`src/rtl/branch_sched_pkg.sv`:
```
// Shared definitions for the ID-stage branch resolution scheduler.
// Latency: n/a (types, constants and pure functions only).
// Backpressure: n/a.
//
// Contents:
//   BR_* branch-type codes (same values as nPC_sel), state_e FSM states,
//   br_target() target adder, br_is_active()/br_needs_rt() type decoders.
package branch_sched_pkg;

   localparam logic [3:0] BR_NONE = 4'd0;
   localparam logic [3:0] BR_BEQ  = 4'd1;
   localparam logic [3:0] BR_BNE  = 4'd2;
   localparam logic [3:0] BR_BLEZ = 4'd3;
   localparam logic [3:0] BR_BGTZ = 4'd4;
   localparam logic [3:0] BR_BLTZ = 4'd5;
   localparam logic [3:0] BR_BGEZ = 4'd6;

   typedef enum logic {
      ST_IDLE = 1'b0,
      ST_WAIT = 1'b1
   } state_e;

   // Target of a taken branch: delay-slot PC plus word-scaled signed offset.
   // Wraps modulo 2^32 by construction of the 32-bit adder.
   function automatic logic [31:0] br_target(input logic [31:0] pc,
                                             input logic [15:0] offset);
      return pc + 32'd4 + {{14{offset[15]}}, offset, 2'b00};
   endfunction

   // Codes 7..15 are treated exactly like BR_NONE.
   function automatic logic br_is_active(input logic [3:0] br_type);
      return (br_type >= BR_BEQ) && (br_type <= BR_BGEZ);
   endfunction

   // Only the two-register compares look at rt.
   function automatic logic br_needs_rt(input logic [3:0] br_type);
      return (br_type == BR_BEQ) || (br_type == BR_BNE);
   endfunction

endpackage

```
`src/rtl/branch_sched_cond.sv`:
```
// Branch condition evaluator: decides taken/not-taken from rs, rt and type.
// Latency: purely combinational, zero cycles.
// Backpressure: none; the caller decides when the result is used.
//
// Ports:
//   rs_val, rt_val  operand values (rt only used by beq/bne)
//   br_type         branch-type code, BR_NONE and unknown codes give 0
//   taken           condition result
module branch_cond
   import branch_sched_pkg::*;
(
   input  logic [31:0] rs_val,
   input  logic [31:0] rt_val,
   input  logic [3:0]  br_type,
   output logic        taken
);

   logic rs_neg;
   logic rs_zero;
   logic rs_eq_rt;

   // Signed compares against zero reduce to the sign bit and a zero test.
   assign rs_neg   = rs_val[31];
   assign rs_zero  = (rs_val == 32'd0);
   assign rs_eq_rt = (rs_val == rt_val);

   always_comb begin
      taken = 1'b0;
      case (br_type)
         BR_BEQ:  taken = rs_eq_rt;
         BR_BNE:  taken = !rs_eq_rt;
         BR_BLEZ: taken = rs_neg || rs_zero;
         BR_BGTZ: taken = !rs_neg && !rs_zero;
         BR_BLTZ: taken = rs_neg;
         BR_BGEZ: taken = !rs_neg;
         default: taken = 1'b0;
      endcase
   end

endmodule

```
`src/rtl/branch_sched.sv`:
```
// ID-stage branch scheduler: holds ID until operands arrive, resolves, redirects PC.
// Latency: zero-cycle resolve when operands are ready; statistics one cycle later.
// Backpressure: stall_id holds IF/ID while operands are pending or id_hold is set.
//
// Ports:
//   clk, rst_n                 clock, async active-low reset
//   id_valid, id_hold          ID instruction valid, downstream freeze
//   id_br_type                 branch-type code (see branch_sched_pkg)
//   id_rs_*/id_rt_*            forwarded operand ready flags and values
//   id_pc, id_offset           branch PC and immediate field
//   stall_id                   freeze IF/ID this cycle
//   pc_redirect/redirect_target  one-cycle PC load, target 0 when idle
//   br_total, br_taken         saturating statistics
//   err_timeout                sticky operand timeout flag
//
// MAX_WAIT must be at least 1.
module branch_sched
   import branch_sched_pkg::*;
#(
   parameter int MAX_WAIT = 15,
   parameter int CNT_W    = 16
) (
   input  logic             clk,
   input  logic             rst_n,
   input  logic             id_valid,
   input  logic             id_hold,
   input  logic [3:0]       id_br_type,
   input  logic             id_rs_ready,
   input  logic             id_rt_ready,
   input  logic [31:0]      id_rs_val,
   input  logic [31:0]      id_rt_val,
   input  logic [31:0]      id_pc,
   input  logic [15:0]      id_offset,
   output logic             stall_id,
   output logic             pc_redirect,
   output logic [31:0]      redirect_target,
   output logic [CNT_W-1:0] br_total,
   output logic [CNT_W-1:0] br_taken,
   output logic             err_timeout
);

   localparam int WCNT_W = $clog2(MAX_WAIT + 1);

   state_e             state_q;
   logic [WCNT_W-1:0]  wait_cnt_q;
   logic [CNT_W-1:0]   br_total_q;
   logic [CNT_W-1:0]   br_taken_q;
   logic               err_q;

   logic               br_act;
   logic               br_rdy;
   logic               at_limit;
   logic               cond_taken;
   logic [31:0]        target;

   logic               resolve;
   logic               timeout;
   logic               stall;

   branch_cond u_cond (
      .rs_val  (id_rs_val),
      .rt_val  (id_rt_val),
      .br_type (id_br_type),
      .taken   (cond_taken)
   );

   assign target   = br_target(id_pc, id_offset);
   assign br_act   = id_valid && br_is_active(id_br_type);
   // id_hold makes an otherwise ready branch look not ready.
   assign br_rdy   = id_rs_ready && (id_rt_ready || !br_needs_rt(id_br_type)) && !id_hold;
   assign at_limit = (wait_cnt_q == WCNT_W'(MAX_WAIT));

   // Per-cycle decision. In WAIT, a branch that disappears is a flush:
   // none of resolve/timeout/stall fire, so nothing is counted.
   always_comb begin
      resolve = 1'b0;
      timeout = 1'b0;
      stall   = 1'b0;
      case (state_q)
         ST_IDLE: begin
            if (br_act) begin
               if (br_rdy) resolve = 1'b1;
               else        stall   = 1'b1;
            end
         end
         ST_WAIT: begin
            if (br_act) begin
               if (br_rdy)        resolve = 1'b1;
               else if (at_limit) timeout = 1'b1;
               else               stall   = 1'b1;
            end
         end
         default: ;
      endcase
   end

   // FSM, wait counter and statistics.
   always_ff @(posedge clk or negedge rst_n) begin
      if (!rst_n) begin
         state_q    <= ST_IDLE;
         wait_cnt_q <= '0;
         br_total_q <= '0;
         br_taken_q <= '0;
         err_q      <= 1'b0;
      end else begin
         case (state_q)
            ST_IDLE: begin
               if (stall) begin
                  state_q    <= ST_WAIT;
                  wait_cnt_q <= WCNT_W'(1);
               end
            end
            ST_WAIT: begin
               if (stall) begin
                  wait_cnt_q <= wait_cnt_q + WCNT_W'(1);
               end else begin
                  // resolve, timeout or flush all end the wait
                  state_q    <= ST_IDLE;
                  wait_cnt_q <= '0;
               end
            end
            default: begin
               state_q    <= ST_IDLE;
               wait_cnt_q <= '0;
            end
         endcase

         // A timed-out branch counts as a (not-taken) branch.
         if ((resolve || timeout) && (br_total_q != {CNT_W{1'b1}})) begin
            br_total_q <= br_total_q + CNT_W'(1);
         end
         if (resolve && cond_taken && (br_taken_q != {CNT_W{1'b1}})) begin
            br_taken_q <= br_taken_q + CNT_W'(1);
         end
         if (timeout) begin
            err_q <= 1'b1;
         end
      end
   end

   // Combinational outputs are forced low while reset is asserted, so an
   // async reset in the middle of a wait drops stall/redirect immediately.
   assign stall_id        = rst_n && stall;
   assign pc_redirect     = rst_n && resolve && cond_taken;
   assign redirect_target = pc_redirect ? target : 32'd0;

   assign br_total        = br_total_q;
   assign br_taken        = br_taken_q;
   assign err_timeout     = err_q;

endmodule

```
`config.mk`:
```
export PLATFORM = sky130hd
export DESIGN_NAME = branch_sched
export DESIGN_NICKNAME = d
export VERILOG_FILES = /design/src/rtl/branch_sched_pkg.sv /design/src/rtl/branch_sched_cond.sv /design/src/rtl/branch_sched.sv
export SDC_FILE = /design/constraint.sdc
export NUM_CORES = 1
export LEC_CHECK = 0
export ABC_AREA = 1
export CORE_ASPECT_RATIO = 0.5
export CORE_MARGIN = 1
export CORE_UTILIZATION = 30
export CTS_CLUSTER_SIZE = 10
export DETAILED_ROUTE_END_ITERATION = 12
export SYNTH_ARGS = -nofsm -noshare
export SYNTH_HDL_FRONTEND = slang
export SYNTH_SLANG_ARGS = --single-unit
export TNS_END_PERCENT = 20
```
`constraint.sdc`:
```
create_clock -name clk -period 3.8 [get_ports clk]
set_input_delay 0.76 -clock clk [delete_from_list [all_inputs] [get_ports clk]]
set_output_delay 0.76 -clock clk [all_outputs]
set_load 0.01 [all_outputs]
```
== Word level (Yosys, flattened, before mapping) ==
Cells that the tools add are included.

* Bits in registers: 38
* Output and inout port bits: 67
* Logic and storage cells: 63
* Bits of input ports: 122

* Bitwise gates (word level): 1
* Magnitude comparators: 2
* Equal/unequal tests: 11
* Reductions and logical operators: 21
* $add $sub $neg: 5
* Multiplexer cells: 18

{| class="wikitable"
|+ Operators with widths
! cell !! number
|-
| 16-bit by 1-bit adder with 16-bit output, second input constant || 2
|-
| 32-bit by 3-bit adder with 32-bit output, second input constant || 1
|-
| 32-bit adder || 1
|-
| 32-bit equality test || 1
|-
| 32-bit zero test || 1
|-
| 32-bit two-way mux || 1
|-
| 16-bit inequality test, second input constant || 2
|-
| 4-bit by 3-bit equality test with 1-bit output, second input constant || 3
|-
| 1-bit two-way mux || 12
|-
| 1-bit logical AND || 11
|-
| 4-bit by 2-bit equality test with 1-bit output, second input constant || 2
|-
| 4-bit two-way mux || 2
|-
| 4-bit case mux with 2 select lines || 1
|-
| 1-bit case mux with 6 select lines || 1
|-
| 1-bit zero test || 5
|-
| 4-bit by 1-bit adder with 4-bit output, second input constant || 1
|-
| 4-bit by 1-bit equality test with 1-bit output, second input constant || 1
|-
| 4-bit equality test, second input constant || 1
|-
| 4-bit by 1-bit greater-or-equal comparator with 1-bit output, second input constant || 1
|-
| 4-bit by 3-bit less-or-equal comparator with 1-bit output, second input constant || 1
|-
| 1-bit logical OR || 4
|-
| 2-bit inequality test, second input constant || 1
|-
| 1-bit case mux with 2 select lines || 1
|-
| 1-bit NOT || 1
|}

== Longest topological paths before layout ==
* Depth in word-level cells: 11
* Gate-level depth with buffers: 16

== Cells and area by module ==
From an unflattened synthesis, not the netlist that was laid out.

* Cell total of the unflattened synthesis: 954
* Area total of the unflattened synthesis: 5620.4 um^2

{| class="wikitable"
|+ By module, submodules not included
! module !! area an instance (um^2) !! sequential area each (um^2) !! times used !! cells each
|-
| branch_sched || 4957.3 || 950.9 || 1 || 824
|-
| branch_cond || 663.1 || 0.0 || 1 || 130
|}

== Least setup slack after synthesis ==
No wires, ideal clock.

* Kind: input port to output port
* Start: in id_pc[3]
* End: out redirect_target[29]
* Required time: 3040 ps
* Stages: 13
* Arrival: 2647 ps
* Setup slack: 393 ps
* Path through: ha_1 ha_1 inv_1 fa_1 o21ai_1 a21oi_1 inv_1 nand2_1 nand2_1 nand3b_1 nand3_1 nand2_1 nor2_1

* Cells in the longest elaborated chain, start to end: 3

{| class="wikitable"
|+ RTL lines
! what !! RTL line !! text
|-
| start: declaration || branch_sched.sv:32 || <nowiki>input logic [31:0] id_pc,</nowiki>
|-
| 32-bit by 3-bit adder with 32-bit output || branch_sched_pkg.sv:27 || <nowiki>return pc + 32'd4 + {{14{offset[15]}}, offset, 2'b00};</nowiki>
|-
| 32-bit adder || branch_sched_pkg.sv:27 ||
|-
| 32-bit two-way mux || branch_sched.sv:145 || <nowiki>assign redirect_target = pc_redirect ? target : 32'd0;</nowiki>
|-
| end: declaration || branch_sched.sv:36 || <nowiki>output logic [31:0] redirect_target,</nowiki>
|}

No other way between the ends.

== Worst setup path after layout ==
* Start: in id_pc[21]
* End: out redirect_target[23]

The elaborated chain is that of the path after synthesis.

==> results.yml <==
timing:
  period_minus_slack_ns: 3.85
  fin_crit_sh: 1.01
  holdWs_ns: 0.340
  fin_worst_skew_ns: 0.00199
  finalHoldViolCount: 0
  fmax_mhz: 260
  grt_setup_unrepaired: "yes"
  worst_slack_ns: -0.0526
  tightestPinTransition_ns: 0.432
  relSlewSlack: 0.710
  drv_slew: 0
  finalSetupViolations: 2
worst_setup_path:
  critPathKind: "in -> out"
  cpMostUsedCell: "nor2_1"
  cp.arrival_ns: 3.09
  critPathMaxFanout: 4
  cp_data_required_time_ns: 3.04
  endpoint_kind: "output port"
  slowest_delay_ns: 0.43
  crit_slowest_cell: "clkdlybuf4s50_1"
  start_kind: "input pin"
  reg2reg_depth: 8
  cp_cell_sequence: "clkdlybuf4s50_1, ha_1, ha_4, nand2_1, nor2_1, inv_1, nor2_1, nand4_1, nand3_2, buf_4, xnor2_1, nor2_2, dlygate4sd2_1"
routing:
  vias: 6209
  wl_mm: 18.0
  wire_per_inst_um: 13.6
  drc: 0
  vias_per_cell: 4.67
  drtIter0Drc: 214
  first_pass_iters: 4
  ant_nets: 0
cts:
  clk_pin_slew_ns: 0.05
  cts_hold_buf: 0
  cts.path.max_buffers: 2
  cts_tree: "yes"
  htreeDepth: 2
  clockRootBuffer: "clkbuf_16"
  clk_latency_ns: 0.27
  numCtsBuffers: 5
  clkSinkCount: 38
job:
  max_cap_violations: 0
synth:
  yosysSeqAreaShare: 0.182
  syn_area_um2: 5240
  synth_top_cell_area_share: 0.182
  synth_area_leader_cell: "dfrtp_1"
  avgSynthCellArea_um2: 6.47
  ys_ff_latch: 38
  synthCells: 809
  synth_nets: 992
  synth-edff-count: 0
  synth_common_cells: "228 x nand2_1, 104 x nor2_1, 88 x inv_1, 60 x ha_1, 45 x xnor2_1"
  synth_cell_types: 35
  yosysWarnings: 0
  netlist_top_cells_area: "dfrtp_1 18%, nand2_1 16%, ha_1 14%"
  async_reset_ff_frac: 1.00
  yosysMostFrequentCell: "nand2_1"
  synth_ff_type: "dfrtp_1"
global_routing:
  grt_pass1_wl_mm: 28.7
  antenna_found_initial: 0
  grt_start_max_net_pins: 33
  grt_pass1_vias: 6152
  globalRouteTotalUtil: 0.195
  grt-ovfl-total: 0
power_and_ir_drop:
  irDropWorstVdd_mv: 0.266
  power_per_cell_area_nw_per_um2: 240
  swShare: 0.356
  cellInternalPower_mw: 1.42
  p_total_mw: 2.20
  p_seq_frac: 0.224
  pwr-share-comb: 0.561
  leakagePower_nw: 4.43
  pwr-share-clk: 0.215
  p_sw_mw: 0.785
status:
  violations: "setup timing"
  status: "complete, but fails checks"
placed_design:
  dp_hpwl_mm: 14.0
  portBuffers: 188
  gp_congestion: 0.922
  place_area_um2: 8000
worst_hold_path:
  hp-class: "in -> async"
layout:
  fin_area_um2: 9180
  final_layout_size_suffix_gt1_frac: 0.262
  fin_nets: 1285
  n_fill_cell: 1573
  area_delta_synth_final_pct: 75.4
  antenna_cells: 0
floorplanning:
  design.die.area_um2: 18000
  die_h_um: 95.4
  dieWidth_um: 189
  pin_count: 189
  start_util: 0.313
  core_area_um2: 16700
  rows: 33
repair_timing:
| action | in CTS | in global routing |
|---|---|---|
| gates resized for setup | 164 | 85 |
| endpoints found under the setup margin | 28 | 29 |
| buffers inserted | 12 | 5 |
| gates cloned | 1 | 0 |
| pin swaps | 49 | 45 |
worst max-delay path: cells and delay by family:
| kind | cells | cell delay (ns) |
|---|---|---|
| XOR/XNOR | 1 | 0.11 |
| adder cells (fa/ha/maj) | 2 | 0.64 |
| buffers and inverters | 4 | 0.92 |
| AND/OR/NAND/NOR | 6 | 0.67 |
stage by stage:
stage | std cells | utilization | worst slack [ns] | TNS (ns)
final | 1329 | 0.549 | -0.0526 | -0.0788
after global routing | 1329 | 0.549 | -0.165 | -1.11
after CTS | 1324 | 0.528 | -0.0828 | -0.326
after detailed placement | 1304 | 0.479 | -0.619 | -11.91
after global placement | 1304 | 0.479 | -0.620 | -11.81
after floorplan | 809 | - | 0.393 | 0
metal layers:
layer / track usage / up-vias / part of all wire
met5: 0 / - / 0
met4: 0.0343 / 0 / 0.016
met3: 0.0213 / 21 / 0.031
met2: 0.372 / 106 / 0.50
met1: 0.240 / 2872 / 0.45
li1: - / 3210 / -
layout make-up:
type                       count  area [um2]  share of cell area
clock inverter                 1        30.0             0.00327
clock buffer                   6         139              0.0151
inverter                      92         345              0.0376
sequential                    38         951               0.104
timing repair buffer         296        2700               0.294
tap                          227         284              0.0309
multi-input combinational    669        4740               0.516
logic make-up (layout without fill, tap and decap cells):
group / after synthesis / after routing / synth area share
buf+inv: 102 / 395 / 0.0815
flops: 38 / 38 / 0.182
xor+xnor: 74 / 74 / 0.124
simple gates: 447 / 447 / 0.375
mux: 1 / 1 / 0.00191
compound gates: 86 / 86 / 0.0887
fa+ha+maj: 61 / 61 / 0.147
sequential cells by signal, indices dropped and copies added, names as in the netlist:
register,flops
br_taken,16
state_q,1
br_total,16
err_timeout,1
wait_cnt_q,4
cells in the final DEF (no fill, tap or decap), types with 14 or more instances in the layout:
cell	n
nand3_1	35
xor2_1	29
nand4_1	30
a21oi_1	14
nor2_1	79
a21oi_2	22
xnor2_1	44
dfrtp_1	38
dlygate4sd2_1	23
ha_4	40
inv_1	83
ha_1	18
nor2_2	41
buf_4	104
dlymetal6s2s_1	24
o21ai_1	16
nand2_1	214
clkdlybuf4s50_1	127
worst paths after layout:
check                                              from                   endpoint  slack [ns]
min in group clk                err_timeout$_DFFE_PN0P_    err_timeout$_DFFE_PN0P_        0.48
worst max-delay path                          id_pc[21]        redirect_target[23]       -0.05
worst max register to register  br_total[0]$_DFFE_PN0P_   br_total[14]$_DFFE_PN0P_        1.69
worst min register to register  err_timeout$_DFFE_PN0P_    err_timeout$_DFFE_PN0P_        0.48
max in group asynchronous                         rst_n  wait_cnt_q[2]$_DFFE_PN0P_        2.78
worst min-delay path                              rst_n   br_taken[15]$_DFFE_PN0P_        0.34
power by group through the flow:
| stage | sequential, mW | combinational (mW) | clock (mW) |
|---|---|---|---|
| final | 0.494 | 1.24 | 0.473 |
| after global routing | 0.502 | 1.35 | 0.501 |
| after CTS | 0.495 | 1.15 | 0.482 |
| after detailed placement | 0.500 | 0.979 | 0 |
| after global placement | 0.500 | 0.974 | 0 |
| after floorplan | 0.503 | 0.469 | 0 |
No activity file was read; power rests on OpenSTA's default activity.
